[src/rtl/ram_stream_reader.sv]
// rtl/ram_stream_reader.sv - streams a block of RAM words out through a ready/valid port
// Ports: clk, rst_n (async, active-low); start/base_addr/count request a transfer;
//        busy/done report progress; ram_address/ram_wren/ram_q drive a read-latency-RD_LAT RAM;
//        out_valid/out_ready/out_data/out_last form the output stream.
// Optional feature: define RAM_STREAM_READER_CHECKSUM_EN to add a checksum output.
module ram_stream_reader #(
    parameter int ADDR_W = 5,
    parameter int DATA_W = 32,
    parameter int RD_LAT = 2
) (
    input  logic              clk,
    input  logic              rst_n,
    input  logic              start,
    input  logic [ADDR_W-1:0] base_addr,
    input  logic [ADDR_W:0]   count,
    output logic              busy,
    output logic              done,
    output logic [ADDR_W-1:0] ram_address,
    output logic              ram_wren,
    input  logic [DATA_W-1:0] ram_q,
    output logic              out_valid,
    input  logic              out_ready,
    output logic [DATA_W-1:0] out_data,
    output logic              out_last
`ifdef RAM_STREAM_READER_CHECKSUM_EN
    ,
    output logic [DATA_W-1:0] checksum
`endif
);
    localparam int FIFO_D = RD_LAT + 2;
    localparam int PTR_W  = $clog2(FIFO_D);
    localparam int FILL_W = $clog2(FIFO_D + 1);
    localparam int OCC_W  = 5;
    localparam logic [ADDR_W:0] LEFT_ONE = (ADDR_W+1)'(1);

    typedef enum logic [1:0] {S_IDLE, S_READ, S_DRAIN} state_t;

    state_t              state_q, state_d;
    logic [ADDR_W-1:0]   addr_q, addr_d;
    logic [ADDR_W:0]     left_q, left_d;
    logic                iss_q, iss_d, iss_last_q, iss_last_d;
    logic [RD_LAT-1:0]   sr_vld_q, sr_vld_d, sr_last_q, sr_last_d;
    logic [DATA_W-1:0]   fifo_data_q [FIFO_D];
    logic [DATA_W-1:0]   fifo_data_d [FIFO_D];
    logic [FIFO_D-1:0]   fifo_last_q, fifo_last_d;
    logic [PTR_W-1:0]    wr_ptr_q, wr_ptr_d, rd_ptr_q, rd_ptr_d;
    logic [FILL_W-1:0]   fill_q, fill_d;
    logic                done_q, done_d;
    logic                pop, push, can_issue;
    logic [OCC_W-1:0]    occ;

    assign busy        = (state_q != S_IDLE);
    assign done        = done_q;
    assign ram_address = addr_q;
    assign ram_wren    = 1'b0;
    assign out_valid   = (fill_q != '0);
    assign out_data    = out_valid ? fifo_data_q[rd_ptr_q] : '0;
    assign out_last    = out_valid && fifo_last_q[rd_ptr_q];

    // Credit check: every read already issued (iss_q plus the shift register) and every
    // buffered word owns a FIFO slot; the word leaving this cycle frees its slot early so
    // the stream keeps one word per cycle.
    always_comb begin
        pop  = out_valid && out_ready;
        push = sr_vld_q[RD_LAT-1];
        occ  = OCC_W'(iss_q) + OCC_W'(fill_q) - OCC_W'(pop);
        for (int i = 0; i < RD_LAT; i++) begin
            occ = occ + OCC_W'(sr_vld_q[i]);
        end
        can_issue = (occ < OCC_W'(FIFO_D));
    end

    // In-flight tracking and output FIFO; sr stage RD_LAT-1 lines up with ram_q for that read.
    always_comb begin
        sr_vld_d     = '0;
        sr_last_d    = '0;
        sr_vld_d[0]  = iss_q;
        sr_last_d[0] = iss_last_q;
        for (int i = 1; i < RD_LAT; i++) begin
            sr_vld_d[i]  = sr_vld_q[i-1];
            sr_last_d[i] = sr_last_q[i-1];
        end
        fifo_data_d = fifo_data_q;
        fifo_last_d = fifo_last_q;
        wr_ptr_d    = wr_ptr_q;
        rd_ptr_d    = rd_ptr_q;
        if (push) begin
            fifo_data_d[wr_ptr_q] = ram_q;
            fifo_last_d[wr_ptr_q] = sr_last_q[RD_LAT-1];
            wr_ptr_d = (wr_ptr_q == PTR_W'(FIFO_D-1)) ? '0 : wr_ptr_q + PTR_W'(1);
        end
        if (pop) begin
            rd_ptr_d = (rd_ptr_q == PTR_W'(FIFO_D-1)) ? '0 : rd_ptr_q + PTR_W'(1);
        end
        fill_d = fill_q + FILL_W'(push) - FILL_W'(pop);
    end

    always_comb begin
        state_d    = state_q;
        addr_d     = addr_q;
        left_d     = left_q;
        iss_d      = 1'b0;
        iss_last_d = 1'b0;
        done_d     = 1'b0;
        case (state_q)
            S_IDLE: begin
                if (start) begin
                    if (count == '0) begin
                        done_d = 1'b1;
                    end else begin
                        state_d    = S_READ;
                        addr_d     = base_addr;
                        left_d     = count - LEFT_ONE;
                        iss_d      = 1'b1;
                        iss_last_d = (count == LEFT_ONE);
                    end
                end
            end
            S_READ: begin
                // left_q counts reads not yet presented; the address wraps naturally.
                if (left_q == '0) begin
                    state_d = S_DRAIN;
                end else if (can_issue) begin
                    addr_d     = addr_q + ADDR_W'(1);
                    left_d     = left_q - LEFT_ONE;
                    iss_d      = 1'b1;
                    iss_last_d = (left_q == LEFT_ONE);
                end
            end
            S_DRAIN: begin
                if (pop && out_last) begin
                    state_d = S_IDLE;
                    done_d  = 1'b1;
                end
            end
            default: state_d = S_IDLE;
        endcase
    end

    always_ff @(posedge clk or negedge rst_n) begin
        if (!rst_n) begin
            state_q     <= S_IDLE;
            addr_q      <= '0;
            left_q      <= '0;
            iss_q       <= 1'b0;
            iss_last_q  <= 1'b0;
            sr_vld_q    <= '0;
            sr_last_q   <= '0;
            for (int i = 0; i < FIFO_D; i++) begin
                fifo_data_q[i] <= '0;
            end
            fifo_last_q <= '0;
            wr_ptr_q    <= '0;
            rd_ptr_q    <= '0;
            fill_q      <= '0;
            done_q      <= 1'b0;
        end else begin
            state_q     <= state_d;
            addr_q      <= addr_d;
            left_q      <= left_d;
            iss_q       <= iss_d;
            iss_last_q  <= iss_last_d;
            sr_vld_q    <= sr_vld_d;
            sr_last_q   <= sr_last_d;
            fifo_data_q <= fifo_data_d;
            fifo_last_q <= fifo_last_d;
            wr_ptr_q    <= wr_ptr_d;
            rd_ptr_q    <= rd_ptr_d;
            fill_q      <= fill_d;
            done_q      <= done_d;
        end
    end

`ifdef RAM_STREAM_READER_CHECKSUM_EN
    logic [DATA_W-1:0] checksum_q, checksum_d;

    assign checksum = checksum_q;

    always_comb begin
        checksum_d = checksum_q;
        if ((state_q == S_IDLE) && start) begin
            checksum_d = '0;
        end else if (pop) begin
            checksum_d = checksum_q + out_data;
        end
    end

    always_ff @(posedge clk or negedge rst_n) begin
        if (!rst_n) begin
            checksum_q <= '0;
        end else begin
            checksum_q <= checksum_d;
        end
    end
`endif

endmodule

[config.mk]
export PLATFORM = sky130hd
export DESIGN_NAME = ram_stream_reader
export DESIGN_NICKNAME = d
export VERILOG_FILES = /design/src/rtl/ram_stream_reader.sv
export SDC_FILE = /design/constraint.sdc
export NUM_CORES = 1
export LEC_CHECK = 0
export CAP_MARGIN = 20
export CORE_MARGIN = 2
export CORE_UTILIZATION = 35
export DETAILED_ROUTE_END_ITERATION = 7
export PLACE_DENSITY = 0.63
export SLEW_MARGIN = 30
export SYNTH_ARGS = -nofsm -noshare
export SYNTH_HDL_FRONTEND = slang
export SYNTH_SLANG_ARGS = --single-unit
[constraint.sdc]
create_clock -name clk -period 5.58 [get_ports clk]
set_clock_uncertainty 0.15 [all_clocks]
set_input_delay 0.837 -clock clk [delete_from_list [all_inputs] [get_ports clk]]
set_output_delay 0.837 -clock clk [all_outputs]
set_load 0.02 [all_outputs]
==> results.json <==
{
  "cts_resized": 0,
  "syn_inst": 538,
  "crit_arrival_ns": 4.00,
  "power_density_mw_per_mm2": 419,
  "worstPathRequired_ns": 5.71,
  "yosysSeqAreaShare": 0.526,
  "nFillCells": 1882,
  "drive_gt1_frac": 0.352,
  "drc_errors": 0,
  "dieWidth_um": 151,
  "max_freq_ghz": 0.258,
  "hold_start": "iss_last_q",
  "slew_headroom": 0.336,
  "grt_overflow": 0,
  "routed_wl_mm": 16.2,
  "layout_setup_ws_ns": 1.71,
  "leakagePower_nw": 3.97,
  "firstDrtPassIters": 4,
  "p_comb_frac": 0.320,
  "root_buffer": "clkbuf_16",
  "gp_congestion": 0.755,
  "synth_mux_area_frac": 0.298,
  "cp_max_fo": 21,
  "numCtsBuffers": 17,
  "grt_max_degree": 114,
  "dp_hpwl_mm": 10.1,
  "wl_met1_mm": 6.97,
  "core_mm2": 0.0211,
  "vias": 4597,
  "critPathKind": "reg2reg",
  "seq_power_share": 0.351,
  "synth_top_family_by_area": "multiplexers",
  "io_buffers": 87,
  "diodes": 0,
  "synth_cell_types": 43,
  "die_area_mm2": 0.0228,
  "cts_tree": "yes",
  "r2r_start": "fill_q[1]",
  "synth_adder_area_share": 0.0384,
  "ys_async_sr_fraction": 1.00,
  "internal-power_mw": 2.73,
  "cpMaxStageDelayCell": "a21boi_2",
  "path_clk_slew_ns": 0.06,
  "cap_violations": 0,
  "holdPathStages": 0,
  "yosys_warnings": 0,
  "multi_input_area_mm2": 0.00340,
  "place_ws_ns": 1.29,
  "crit_start": "fill_q[1]",
  "top_layer_used": "met4",
  "timing.critical_path.buf_inv": 2,
  "synth-edff-count": 0,
  "antenna_left": 0,
  "drtIter0Drc": 218,
  "clock_latency_ns": 0.42,
  "grt_pass1_wl_mm": 26.6,
  "status": "completed",
  "synthSimpleGateAreaFrac": 0.0667,
  "seq_area_mm2": 0.00398,
  "setup_violations": 0,
  "grtUsageTotal": 0.153,
  "vdd_drop_max_uv": 192,
  "start_util": 0.358,
  "synth-seq-cells": 159,
  "max_stage_delay_ns": 0.70,
  "finalHoldViolations": 0,
  "final_cell_mix": "dfrtp_1 (157), mux2_2 (133), clkdlybuf4s50_1 (86)",
  "regToRegSetupSlack_ns": 1.71,
  "cts_setup_buffers": 0,
  "switching_power_mw": 1.19,
  "mostFrequentLayoutCell": "dfrtp_1",
  "synth_nets": 607,
  "via_per_inst": 5.07,
  "synth_compound_area_frac": 0.0366,
  "die_h_um": 151,
  "p_sw_frac": 0.304,
  "worstSetupEndpointType": "register",
  "path_delay_family": "compound AO/OA/AOI/OAI gates",
  "ys.flop_type": "dfrtp_1",
  "reg2regPathDepth": 13,
  "synth_xor_area_frac": 0.00579,
  "dr_wl_met3_um": 677,
  "cts-htree-levels": 4,
  "syn2layout_area_growth_pct": 24.0,
  "fin_crit_sh": 0.694,
  "holdCritPathClass": "reg2reg",
  "wl_per_cell_um": 17.9,
  "rsz0062_at_grt": "false",
  "cts_buffer_depth": 2,
  "maxSlewViolCount": 0,
  "holdPathEnd": "sr_last_q[0]",
  "dr_wl_met2_mm": 8.36,
  "avgSynthCellArea_um2": 14.0,
  "finalSetupTns_ns": 0,
  "clkPwrFrac": 0.328,
  "period_minus_slack_ns": 3.87,
  "crit_chain": "or3_1, nand2_1, inv_2, ha_1, fa_1, inv_1, ha_1, and3b_1, o21ai_0, a22oi_2, a21boi_2, or3_1, o211ai_2",
  "rows": 53,
  "grt_antenna_before_repair": 0,
  "worst_pin_slew_ns": 0.996,
  "r2r-end": "ram_address[0]",
  "synth_area_mm2": 0.00756,
  "cts_hold_buf": 0,
  "ios": 89,
  "numClockSinks": 159,
  "grt_pass1_vias": 5154,
  "final_nets": 687,
  "start_kind": "register"
}
==> worst register-to-register path, delay by kind of cell (launching register included) <==
family                   cells  cell delay (ns)
AO/OA/AOI/OAI                4             1.15
adder cells (fa/ha/maj)      3             0.86
buffers and inverters        2             0.14
flip-flops                   1             0.43
AND/OR/NAND/NOR              4             1.00
==> synthesized netlist by cell type, types with 8 or more instances <==
master / count / area [um2]
nand2_1: 21 / 78.8
clkbuf_1: 9 / 33.8
mux2_2: 133 / 1500
nor2_1: 17 / 63.8
inv_1: 18 / 67.6
ha_1: 20 / 250
dfrtp_1: 159 / 3980
o21ai_1: 8 / 40.0
and2_1: 33 / 206
mux4_2: 33 / 743
buf_1: 14 / 52.6
==> stage by stage <==
step	utilization	power, mW	std cells	instance area [um2]	hold slack [ns]
CTS	0.444	4.00	906	9370	0.220
finish	0.445	3.93	906	9370	0.217
global route	0.445	4.15	906	9370	0.230
floorplan	-	2.13	538	7560	0.181
global placement	0.412	2.65	874	8690	0.195
detailed placement	0.413	2.68	874	8710	0.204
==> cell type report <==
class | instances | area share
clock inverter | 15 | 0.0248
multi-input combinational | 328 | 0.363
timing repair buffer | 92 | 0.0974
clock buffer | 17 | 0.0454
inverter | 20 | 0.00801
sequential | 159 | 0.425
tap | 275 | 0.0367
==> flip-flops by register name, summed over array words and instances, names as in the netlist <==
signal	cells
fifo_data_q	128
left_q	6
ram_address	5
fifo_last_q	4
fill_q	3
rd_ptr_q	2
sr_last_q	2
sr_vld_q	2
state_q	2
wr_ptr_q	2
done	1
iss_last_q	1
iss_q	1
==> cells by family (layout without fill, tap and decap cells) <==
kind of cell | count (synthesis) | after routing
AO/OA/AOI/OAI | 38 | 38
XOR/XNOR | 5 | 5
adder cells (fa/ha/maj) | 22 | 22
buffers and inverters | 51 | 144
flip-flops | 159 | 159
multiplexers | 167 | 167
other | 1 | 1
AND/OR/NAND/NOR | 95 | 95
==> power groups by stage <==
| stage | sequential, mW | combinational, mW | clock (mW) |
|---|---|---|---|
| floorplan | 1.27 | 0.860 | 0 |
| global placement | 1.40 | 1.25 | 0 |
| detailed placement | 1.41 | 1.28 | 0 |
| CTS | 1.39 | 1.28 | 1.33 |
| global route | 1.40 | 1.36 | 1.38 |
| finish | 1.38 | 1.26 | 1.29 |
==> per-layer routing <==
metal  vias up  global-route usage
met4         0              0.0453
met3        19              0.0383
met2        90               0.266
li1       2091                   -
met1      2397               0.189
met5         -                   0
==> worst max path at each step <==
stage	to	slack, ns	depth (start not counted)
final	ram_address[0]	1.71	13
after CTS	ram_address[0]	1.70	13
after floorplan	ram_address[3]	2.03	15
after global placement	ram_address[0]	1.39	13
after global routing	ram_address[0]	1.49	13
after detailed placement	ram_address[0]	1.29	13
Note: power is estimated with default switching activity, not from simulation.
